===== src/rtl/vga_box_renderer.sv =====
// Pixel-stage renderer for 640x480 VGA: recovers (x,y) from the registered sync/blank
// stream and draws a white border, a bouncing box and a background, registered to the DAC.
module vga_box_renderer #(
  parameter int          H_ACTIVE  = 640,
  parameter int          V_ACTIVE  = 480,
  parameter int          BOX_SIZE  = 32,
  parameter int          STEP      = 2,
  parameter int          BOX_X0    = 100,
  parameter int          BOX_Y0    = 100,
  parameter logic [23:0] BOX_COLOR = 24'hFF0000,
  parameter logic [23:0] BG_COLOR  = 24'h000040
) (
  input  logic       clk,
  input  logic       rst,
  input  logic       vga_h_sync,
  input  logic       vga_v_sync,
  input  logic       blank_n,
  output logic [7:0] vga_r,
  output logic [7:0] vga_g,
  output logic [7:0] vga_b,
  output logic       vga_h_sync_o,
  output logic       vga_v_sync_o,
  output logic       blank_n_o,
  output logic       frame_tick
);

  typedef enum logic {
    DIR_INC = 1'b0,
    DIR_DEC = 1'b1
  } dir_e;

  typedef struct packed {
    logic [9:0] pos;
    dir_e       dir;
  } axis_t;

  localparam logic [10:0] MAX_X   = 11'(H_ACTIVE - BOX_SIZE);
  localparam logic [10:0] MAX_Y   = 11'(V_ACTIVE - BOX_SIZE);
  localparam logic [10:0] STEP_W  = 11'(STEP);
  localparam logic [10:0] SIZE_W  = 11'(BOX_SIZE);
  localparam logic [9:0]  X_LAST  = 10'(H_ACTIVE - 1);
  localparam logic [9:0]  Y_LAST  = 10'(V_ACTIVE - 1);
  localparam logic [9:0]  CNT_MAX = 10'h3FF;
  localparam logic [23:0] WHITE   = 24'hFFFFFF;
  localparam axis_t       BOX_X_RST = '{pos: 10'(BOX_X0), dir: DIR_INC};
  localparam axis_t       BOX_Y_RST = '{pos: 10'(BOX_Y0), dir: DIR_INC};

  // One axis of motion; 11-bit arithmetic keeps pos+STEP from wrapping near the top.
  function automatic axis_t bounce(input axis_t cur, input logic [10:0] max_pos);
    axis_t       nxt;
    logic [10:0] pos_ext;
    pos_ext = {1'b0, cur.pos};
    nxt     = cur;
    if (cur.dir == DIR_INC) begin
      if (pos_ext + STEP_W >= max_pos) begin
        nxt.pos = max_pos[9:0];
        nxt.dir = DIR_DEC;
      end else begin
        nxt.pos = 10'(pos_ext + STEP_W);
      end
    end else begin
      if (pos_ext <= STEP_W) begin
        nxt.pos = '0;
        nxt.dir = DIR_INC;
      end else begin
        nxt.pos = 10'(pos_ext - STEP_W);
      end
    end
    return nxt;
  endfunction

  logic        bn_q;
  logic        vs_q;
  logic        hs_q;
  logic        tick_q;
  logic [9:0]  x_cnt_q, x_cnt_d;
  logic [9:0]  y_cnt_q, y_cnt_d;
  axis_t       box_x_q, box_x_d;
  axis_t       box_y_q, box_y_d;
  logic [23:0] rgb_q, rgb_d;
  logic        end_of_line;
  logic        start_of_frame;
  logic        on_border;
  logic        in_box;

  // The edge-detect copies of blank_n/v_sync are exactly the delayed outputs the DAC needs.
  assign end_of_line    = bn_q & ~blank_n;
  assign start_of_frame = vs_q & ~vga_v_sync;

  always_comb begin
    // NOTE: every combinational output gets a default first, so no path leaves it unassigned (no latch).
    x_cnt_d = '0;
    y_cnt_d = y_cnt_q;
    box_x_d = box_x_q;
    box_y_d = box_y_q;

    if (blank_n) begin
      x_cnt_d = (x_cnt_q == CNT_MAX) ? x_cnt_q : x_cnt_q + 10'd1;
    end

    if (start_of_frame) begin
      y_cnt_d = '0;
    end else if (end_of_line) begin
      y_cnt_d = (y_cnt_q == CNT_MAX) ? y_cnt_q : y_cnt_q + 10'd1;
    end

    // Position only moves at frame start, which falls inside vertical blanking.
    if (start_of_frame) begin
      box_x_d = bounce(box_x_q, MAX_X);
      box_y_d = bounce(box_y_q, MAX_Y);
    end
  end

  always_comb begin
    on_border = (x_cnt_q == '0) || (x_cnt_q == X_LAST) ||
                (y_cnt_q == '0) || (y_cnt_q == Y_LAST);
    in_box    = ({1'b0, x_cnt_q} >= {1'b0, box_x_q.pos}) &&
                ({1'b0, x_cnt_q} <  ({1'b0, box_x_q.pos} + SIZE_W)) &&
                ({1'b0, y_cnt_q} >= {1'b0, box_y_q.pos}) &&
                ({1'b0, y_cnt_q} <  ({1'b0, box_y_q.pos} + SIZE_W));

    rgb_d = '0;
    if (blank_n) begin
      if (on_border) begin
        rgb_d = WHITE;
      end else if (in_box) begin
        rgb_d = BOX_COLOR;
      end else begin
        rgb_d = BG_COLOR;
      end
    end
  end

  always_ff @(posedge clk or posedge rst) begin
    // NOTE: state updates use non-blocking assignments so every register samples pre-edge values.
    if (rst) begin
      bn_q    <= 1'b0;
      vs_q    <= 1'b1;
      hs_q    <= 1'b1;
      tick_q  <= 1'b0;
      x_cnt_q <= '0;
      y_cnt_q <= '0;
      box_x_q <= BOX_X_RST;
      box_y_q <= BOX_Y_RST;
      rgb_q   <= '0;
    end else begin
      bn_q    <= blank_n;
      vs_q    <= vga_v_sync;
      hs_q    <= vga_h_sync;
      tick_q  <= start_of_frame;
      x_cnt_q <= x_cnt_d;
      y_cnt_q <= y_cnt_d;
      box_x_q <= box_x_d;
      box_y_q <= box_y_d;
      rgb_q   <= rgb_d;
    end
  end

  assign vga_r        = rgb_q[23:16];
  assign vga_g        = rgb_q[15:8];
  assign vga_b        = rgb_q[7:0];
  assign vga_h_sync_o = hs_q;
  assign vga_v_sync_o = vs_q;
  assign blank_n_o    = bn_q;
  assign frame_tick   = tick_q;

endmodule


===== config.mk =====
export PLATFORM = sky130hd
export DESIGN_NAME = vga_box_renderer
export DESIGN_NICKNAME = d
export VERILOG_FILES = /design/src/rtl/vga_box_renderer.sv
export SDC_FILE = /design/constraint.sdc
export NUM_CORES = 1
export LEC_CHECK = 0
export ABC_CLOCK_PERIOD_IN_PS = 3500
export CAP_MARGIN = 20
export CORE_ASPECT_RATIO = 0.5
export CORE_MARGIN = 4
export CORE_UTILIZATION = 45
export CTS_BUF_LIST = sky130_fd_sc_hd__clkbuf_4 sky130_fd_sc_hd__clkbuf_8
export DETAILED_ROUTE_END_ITERATION = 12
export PLACE_DENSITY = 0.71
export RECOVER_POWER = 25
export SETUP_SLACK_MARGIN = 0.2
export SYNTH_ARGS = -nofsm -noshare
export SYNTH_HDL_FRONTEND = slang
export SYNTH_SLANG_ARGS = --single-unit

===== constraint.sdc =====
create_clock -name clk -period 3.5 [get_ports clk]
set_input_delay 0.7 -clock clk [delete_from_list [all_inputs] [get_ports clk]]
set_output_delay 0.7 -clock clk [all_outputs]
set_load 0.02 [all_outputs]

# Word-level counts from Yosys, hierarchy flattened
# Index checks and enable logic that the tools add are counted.
[totals]
reg_bits = 70
in_bits = 5
word_cells = 65
[op_classes]
addsub = 8
order_cmp = 8
n_eq_ne = 6
mux = 18
bitwise_logic = 4
reduce_logical = 10
[op_table]
columns = ["operator", "n"]
rows = [
  ["$mux 10", 9],
  ["$mux 24", 3],
  ["$eq 10x10->1 const B", 3],
  ["$add 10x2->11 const B", 2],
  ["$add 10x6->11 const B", 2],
  ["$lt 10x11->1", 2],
  ["$mux 11", 2],
  ["$add 10x1->10 const B", 2],
  ["$ge 10x10->1", 2],
  ["$le 10x2->1 const B", 2],
  ["$logic_not 10->1", 2],
  ["$sub 10x2->10 const B", 2],
  ["$ge 11x10->1 const B", 1],
  ["$ge 11x9->1 const B", 1],
  ["$eq 10x9->1 const B", 1],
  ["$mux 1", 4],
  ["$ne 2x2->1 const B", 2],
  ["$logic_and 1x1->1", 3],
  ["$logic_or 1x1->1", 3],
  ["$and 1x1->1", 2],
  ["$not 1->1", 2],
  ["$reduce_and 2->1", 1],
  ["$reduce_bool 2->1", 1],
]

# Longest topological paths before layout
# Gate-level depths: netlist (run 1).
[logic_depth]
ltp_word = 8
depth_mapped = 11
depth_no_buf = 10

# Worst setup path after synthesis (run 1)
# No wires, ideal clock.
[synth_path]
kind = "register -> register"
from = "register box_x_q[6] (netlist name)"
to = "register rgb_q[6]"
setup_ns = 0.118
arrival_time_ns = 2.140
t_required_ns = 3.382
setup_slack_ns = 1.242
stages_incl_launch_ff = 12
synth_period_minus_slack_ns = 2.258
path_cell_list = "dfstp_2 -> clkbuf_1 -> inv_1 -> ha_1 -> inv_1 -> ha_1 -> a21oi_1 -> or2_2 -> a31oi_1 -> a31oi_1 -> nand4_1 -> a21o_1"
[synth_via]
elab_chain_len = 8
word_cells_on_any_way = 9
cone_classes = "1 x add/sub; 2 x order compare; 3 x mux; 3 x reduce/logical"
[synth_rtl]
columns = ["element", "line_no", "text"]
rows = [
  ["from (decl)", "78", "axis_t box_x_q, box_x_d;"],
  ["from (signal assigned)", "153", "box_x_q <= box_x_d;"],
  ["$add 10x6->11", "118", "({1'b0, x_cnt_q} < ({1'b0, box_x_q.pos} + SIZE_W)) &&"],
  ["$lt 10x11->1", "118", ""],
  ["$logic_and 1x1->1 (*)", "117", "in_box = ({1'b0, x_cnt_q} >= {1'b0, box_x_q.pos}) &&"],
  ["$logic_and 1x1->1 (*)", "118", ""],
  ["$logic_and 1x1->1 (*)", "119", "({1'b0, y_cnt_q} >= {1'b0, box_y_q.pos}) &&"],
  ["$mux 24 (*)", "126", "end else if (in_box) begin"],
  ["$mux 24 (*)", "124", "if (on_border) begin"],
  ["$mux 24 (*)", "123", "if (blank_n) begin"],
  ["named net rgb_d[6]", "80", "logic [23:0] rgb_q, rgb_d;"],
  ["to (signal assigned)", "155", "rgb_q <= rgb_d;"],
  ["to (decl)", "80", ""],
]
# The timed path passes the listed nets; every way through them passes the cells marked *.
# A chain may end at the register's enable or synchronous reset.

# Worst setup path in the final report (run 1)
[layout_path]
from = "register box_y_q[3] (netlist name)"
to = "register box_y_q[5] (netlist name)"
[layout_via]
elab_chain_len = 4
word_cells_on_any_way = 7
cone_classes = "2 x add/sub; 2 x order compare; 3 x mux"
[layout_rtl]
columns = ["element", "line_no", "text"]
rows = [
  ["from (decl)", "79", "axis_t box_y_q, box_y_d;"],
  ["from (signal assigned)", "154", "box_y_q <= box_y_d;"],
  ["$add 10x2->11", "59", "nxt.pos = 10'(pos_ext + STEP_W);"],
  ["$ge 11x9->1", "55", "if (pos_ext + STEP_W >= max_pos) begin"],
  ["$mux 10", "55", ""],
  ["$mux 11 (*)", "54", "if (cur.dir == DIR_INC) begin"],
]
# Every way passes the cells marked *; elsewhere a longest branch is shown, timed or not.

==> impl_metrics.csv, run 1 <==
group,metric,value,unit
finish,final_cells,571,
yosys,ys_seq_area_share,30.3,%
finish,final_common_cell,"ha_1",
detailed_routing,drc,0,
sta,drv_slew,0,
die,rows,23,
clocking,ctsRootBufferMaster,"clkbuf_8",
clocking,ctsResizeCount,0,
place,portBuffers,32,
clocking,clockBufferDepth,2,
clocking,clkSinkCount,47,
finish,syn_to_final_growth,9.16,%
place,dp_hpwl,6.38,mm
yosys,synthFlopType,"dfrtp_1",
yosys,avgSynthCellArea,8.62,µm²
global_route,antenna_found_initial,0,
global_route,overflow,0,
worst_setup_path,worst_ep_arrival_time,2830,ps
yosys,syn_nets,502,
yosys,ys_ff_latch,47,
clocking,cts_setup_buffers,0,
worst_setup_path,worstSetupPathType,"register to register",
yosys,synthCells,455,
global_route,grt_max_degree,22,
sta,slew_headroom,38.0,%
sta,fin_setup_tns,0,ps
die,dieArea,10400,µm²
sta,max_slew.worst_pin.slew,918,ps
clocking,numCtsBuffers,5,
run_status,outcome,"completed",
sta,fin_crit,2590,ps
detailed_routing,wire_per_inst,15.3,µm
global_route,grt_util_all_layers,17.6,%
detailed_routing,drt_iter0_drc,323,
sta,finalClockSkew,6.59,ps
hold_path,hold_path_class,"register to register",
flow_run,cap_violations,0,
detailed_routing,routed_wirelength,8.71,mm
finish,layout_common_cells,"ha_1 (42), nor2_1 (40), dfrtp_1 (39)",
yosys,synth_edf_count,0,
die,die_w,140,µm
die,fp.coreArea,8230,µm²
detailed_routing,detail-route-antenna-nets,0,
clocking,postCtsHoldBufs,0,
sta,min_period_over_period,73.9,%
sta,finalSetupViolCount,0,
place,gp_congestion,0.902,
finish,diodes,0,
yosys,yosysUniqueCellTypes,68,
power_and_ir_drop,vdd_drop_max,0.202,mV
yosys,ys_warn_count,0,
worst_setup_path,worstSetupStartpointType,"register",
detailed_routing,num_vias,3325,
die,start_util,47.6,%
sta,fmax,387,MHz
sta,grt_setup_unrepaired,"no",
yosys,syn_area,3920,µm²
global_route,grt_pass1_vias,3072,
power_and_ir_drop,cellLeakagePower,0.00185,µW
place,dp.cells,563,
clocking,clk_pin_slew,90,ps
sta,hold_viol_final,0,
clocking,htree_levels,2,
detailed_routing,dr.pass1.iters,5,
yosys,async_reset_ff_share,100,%
die,dieHeight,74.0,µm
finish,nNetsFinal,505,
worst_setup_path,crit_fanout,7,
clocking,clk_latency,310,ps
power_and_ir_drop,powerDensity,539,nW/µm²
detailed_routing,viasPerCell,5.82,
clocking,cts_tree,"yes",
die,ios,33,
worst_setup_path,worstSetupEndpointType,"register",
finish,final_layout_size_suffix_gt1_share,7.41,%
global_route,grt_pass1_wl,15.0,mm
worst_setup_path,worstPathRequired,3740,ps
per-stage QoR:
stage | total power, µW | setup WS, ps | hold slack (ps) | area [µm²] | util (%)
floorplan | 1650 | 1240 | 545 | 3920 | -
global placement | 1850 | 1010 | 588 | 4170 | 50.7
detailed placement | 1870 | 998 | 587 | 4170 | 50.7
CTS | 2310 | 966 | 606 | 4280 | 52.0
global route | 2490 | 720 | 618 | 4280 | 52.0
finish | 2310 | 914 | 607 | 4280 | 52.0
flip-flops by register name, summed over array words and instances (netlist names):
signal,cells
rgb_q,3
blank_n_o,1
x_cnt_q,10
vga_v_sync_o,1
box_x_q,10
frame_tick,1
vga_h_sync_o,1
box_y_q,10
y_cnt_q,10
cells by family after synthesis:
kind of cell | Yosys count | share of synthesized area, %
DFF | 47 | 30.3
muxes | 5 | 1.34
AOI/OAI and AO/OA | 111 | 20.1
and+or+nand+nor | 152 | 20.1
buffers and inverters | 75 | 9.61
xor gates and xnor gates | 23 | 5.14
adders and majority gates | 42 | 13.4
cell type report:
class	instances	area, µm²
Clock buffer	7	83.8
Clock inverter	1	30.0
Fill cell	779	3950
Inverter	34	128
Multi-Input combinational cell	333	2360
Sequential cell	47	1190
Tap cell	112	140
Timing Repair Buffer	37	354
worst max-delay path: stages, from the launching register on:
cell and delay, ps:
dfstp_2 600, ha_1 240, nand3_1 170, a2111oi_2 360
nor2b_1 140, nor3_1 640, a221oi_1 200, o22ai_1 160
report_power, final:
group | internal [µW] | leakage [µW] | switching (µW)
Sequential | 664 | 0.000587 | 207
Clock | 230 | 0.0000593 | 199
Combinational | 435 | 0.00120 | 570
synth_stat cells (6+ instances only):
library cell	instances	area share [%]
o21ai_0	22	2.8
o22ai_1	7	1.1
xor2_1	9	2.0
nand4_1	11	1.8
a21oi_1	20	2.6
nand3_1	23	2.9
nor3_1	20	2.6
nor2_1	40	3.8
xnor2_1	14	3.1
inv_1	33	3.2
clkbuf_1	14	1.3
dfrtp_1	39	25
o31ai_1	6	1.1
nand2_1	22	2.1
ha_1	42	13
a31oi_1	7	1.1
buf_4	22	4.2
dfstp_2	8	5.4
metal layers:
layer	up-vias	global-route usage, %	routed length, µm
met5	-	0	0
met4	0	5.37	123
met3	12	3.34	422
met2	97	28.1	3810
met1	1564	24.7	4350
li1	1652	-	-
final timing paths:
path | endpoint | startpoint | depth (start not counted) | slack [ps]
worst max-delay path | box_y_q[5]$_DFFE_PP0P_ | box_y_q[3]$_DFFE_PP1P_ | 7 | 910
worst min-delay path | box_y_q[7]$_DFFE_PP1P_ | box_y_q[7]$_DFFE_PP1P_ | 1 | 610
worst max register to register | box_y_q[5]$_DFFE_PP0P_ | box_y_q[3]$_DFFE_PP1P_ | 7 | 910
worst min register to register | box_y_q[7]$_DFFE_PP1P_ | box_y_q[7]$_DFFE_PP1P_ | 1 | 610
max in group asynchronous | y_cnt_q[4]$_DFFE_PP0P_ | rst | 3 | 1390
min in group asynchronous | box_x_q[9]$_DFFE_PP0P_ | rst | 2 | 920
Power figures use the tool's default switching activity.
==> run 2: changes to the inputs <==
--- a/config.mk
+++ b/config.mk
@@ -5,7 +5,7 @@
 export SDC_FILE = /design/constraint.sdc
 export NUM_CORES = 1
 export LEC_CHECK = 0
-export ABC_CLOCK_PERIOD_IN_PS = 3500
+export ABC_CLOCK_PERIOD_IN_PS = 2700
 export CAP_MARGIN = 20
 export CORE_ASPECT_RATIO = 0.5
 export CORE_MARGIN = 4
==> constraint.sdc (replaced) <==
create_clock -name clk -period 2.7 [get_ports clk]
set_input_delay 0.54 -clock clk [delete_from_list [all_inputs] [get_ports clk]]
set_output_delay 0.54 -clock clk [all_outputs]
set_load 0.02 [all_outputs]
==> impl_metrics.csv, run 2 (same netlist as run 1, synthesis figures left out) <==
group,metric,value,unit
run_status,outcome,"completed",
sta,max_slew.worst_pin.slew,929,ps
worst_setup_path,worstSetupStartpointType,"register",
hold_path,hold_path_class,"register to register",
sta,min_period_over_period,88.5,%
clocking,htree_levels,2,
worst_setup_path,crit_fanout,8,
detailed_routing,drc,0,
finish,fillers,767,
die,die_w,140,µm
die,dieArea,10400,µm²
worst_setup_path,worstPathRequired,2940,ps
power_and_ir_drop,cellLeakagePower,0.00187,µW
detailed_routing,wire_per_inst,15.5,µm
flow_run,cap_violations,0,
sta,hold_viol_final,0,
finish,final_layout_size_suffix_gt1_share,9.74,%
hold_path,hold_depth,2,
worst_setup_path,cp.depth,7,
clocking,clk_pin_slew,90,ps
worst_setup_path,r2r_slack,310,ps
global_route,grt_util_all_layers,17.5,%
worst_setup_path,cp_slowest_stage_delay,630,ps
sta,finalClockSkew,8.13,ps
detailed_routing,detail-route-antenna-nets,0,
sta,fin_crit,2390,ps
finish,nNetsFinal,508,
sta,grt_setup_unrepaired,"yes",
detailed_routing,num_vias,3377,
worst_setup_path,crit_buf_inv,0,
detailed_routing,dr.pass1.iters,5,
place,dp_hpwl,6.43,mm
clocking,numCtsBuffers,5,
place,gp_congestion,0.880,
finish,layout_common_cells,"nor2_1 (40), ha_1 (39), dfrtp_1 (39)",
worst_setup_path,cp_slowest_cell,"dfstp_2",
global_route,grt_pass1_vias,3100,
worst_setup_path,worstSetupPathType,"register to register",
finish,final_area,4350,µm²
clocking,clk_latency,310,ps
finish,diodes,0,
global_route,overflow,0,
worst_setup_path,worstSetupEndpointType,"register",
finish,syn_to_final_growth,10.9,%
die,start_util,47.6,%
worst_setup_path,reg2regPathDepth,7,
clocking,clkSinkCount,47,
sta,finalSetupViolCount,0,
global_route,antenna_found_initial,0,
clocking,ctsRootBufferMaster,"clkbuf_8",
worst_setup_path,worst_ep_arrival_time,2630,ps
global_route,grt_pass1_wl,14.8,mm
finish,final_common_cell,"nor2_1",
worst_setup_path,critPathTopFamily,"compound AO/OA/AOI/OAI gates",
clocking,cts_tree,"yes",
die,dieHeight,74.0,µm
sta,slew_headroom,37.3,%
detailed_routing,routed_wirelength,8.90,mm
detailed_routing,viasPerCell,5.88,
clocking,clockBufferDepth,2,
detailed_routing,drt_iter0_drc,375,
power_and_ir_drop,vdd_drop_max,0.280,mV
die,ios,33,
place,portBuffers,32,
worst_setup_path,critical_path.cell_chain,"ha_2, nand3_1, a2111oi_4, nor2b_2, or3_1, o221a_2, o22ai_1",
die,fp.coreArea,8230,µm²
sta,fmax,418,MHz
power_and_ir_drop,powerDensity,704,nW/µm²
global_route,grt_max_degree,38,
place,place_area,4180,µm²
sta,drv_slew,0,
sta,fin_setup_tns,0,ps
die,rows,23,
-- run 2: per-stage QoR --
| stage | power [µW] | hold WS (ps) | utilization [%] | instances | setup WS (ps) |
|---|---|---|---|---|---|
| finish | 3060 | 605 | 52.8 | 574 | 309 |
| global route | 3290 | 626 | 52.8 | 574 | 178 |
| CTS | 3010 | 510 | 52.2 | 571 | 251 |
| detailed placement | 2440 | 589 | 50.8 | 563 | 288 |
| global placement | 2410 | 584 | 50.8 | 563 | 368 |
| floorplan | 2130 | 544 | - | 455 | 442 |
-- run 2: power breakdown --
part	internal, µW	switching [µW]	leakage (µW)
combinational	609	772	0.00122
clock	298	252	0.0000593
sequential	861	270	0.000587
total	1770	1290	0.00187
-- run 2: cell type report --
type / count / area (µm²) / area share (%)
Clock buffer: 7 / 83.8 / 1.93
Clock inverter: 1 / 30.0 / 0.691
Multi-Input combinational cell: 333 / 2400 / 55.3
Inverter: 34 / 128 / 2.94
Tap cell: 112 / 140 / 3.22
Timing Repair Buffer: 40 / 378 / 8.69
Sequential cell: 47 / 1190 / 27.3
-- run 2: per-layer routing --
metal | part of all wire (%) | track usage, %
met1 | 48 | 23.8
met2 | 46 | 29.3
met3 | 5.4 | 3.08
met4 | 0.84 | 5.26
met5 | 0 | 0
-- run 2: path summary, 6_finish.rpt --
kind / startpoint / end
max in group asynchronous: rst / box_x_q[5]$_DFFE_PP0P_
hold / removal: box_y_q[3]$_DFFE_PP1P_ / box_y_q[3]$_DFFE_PP1P_
setup / recovery: box_y_q[6]$_DFFE_PP1P_ / box_y_q[4]$_DFFE_PP0P_
min in group asynchronous: rst / frame_tick$_DFF_PP0_
setup reg to reg: box_y_q[6]$_DFFE_PP1P_ / box_y_q[4]$_DFFE_PP0P_
hold reg to reg: box_y_q[3]$_DFFE_PP1P_ / box_y_q[3]$_DFFE_PP1P_
-- run 2: tightest hold or removal path: stages, from the launching register on --
cell and delay (ps):
dfstp_2 410, inv_1 120, a21oi_1 80
-- run 2: timing repair --
action / CTS / global route
hold buffers: 0 / 0
endpoints found under the setup margin: 0 / 9
setup buffers: 0 / 3
gates resized for setup: 0 / 9
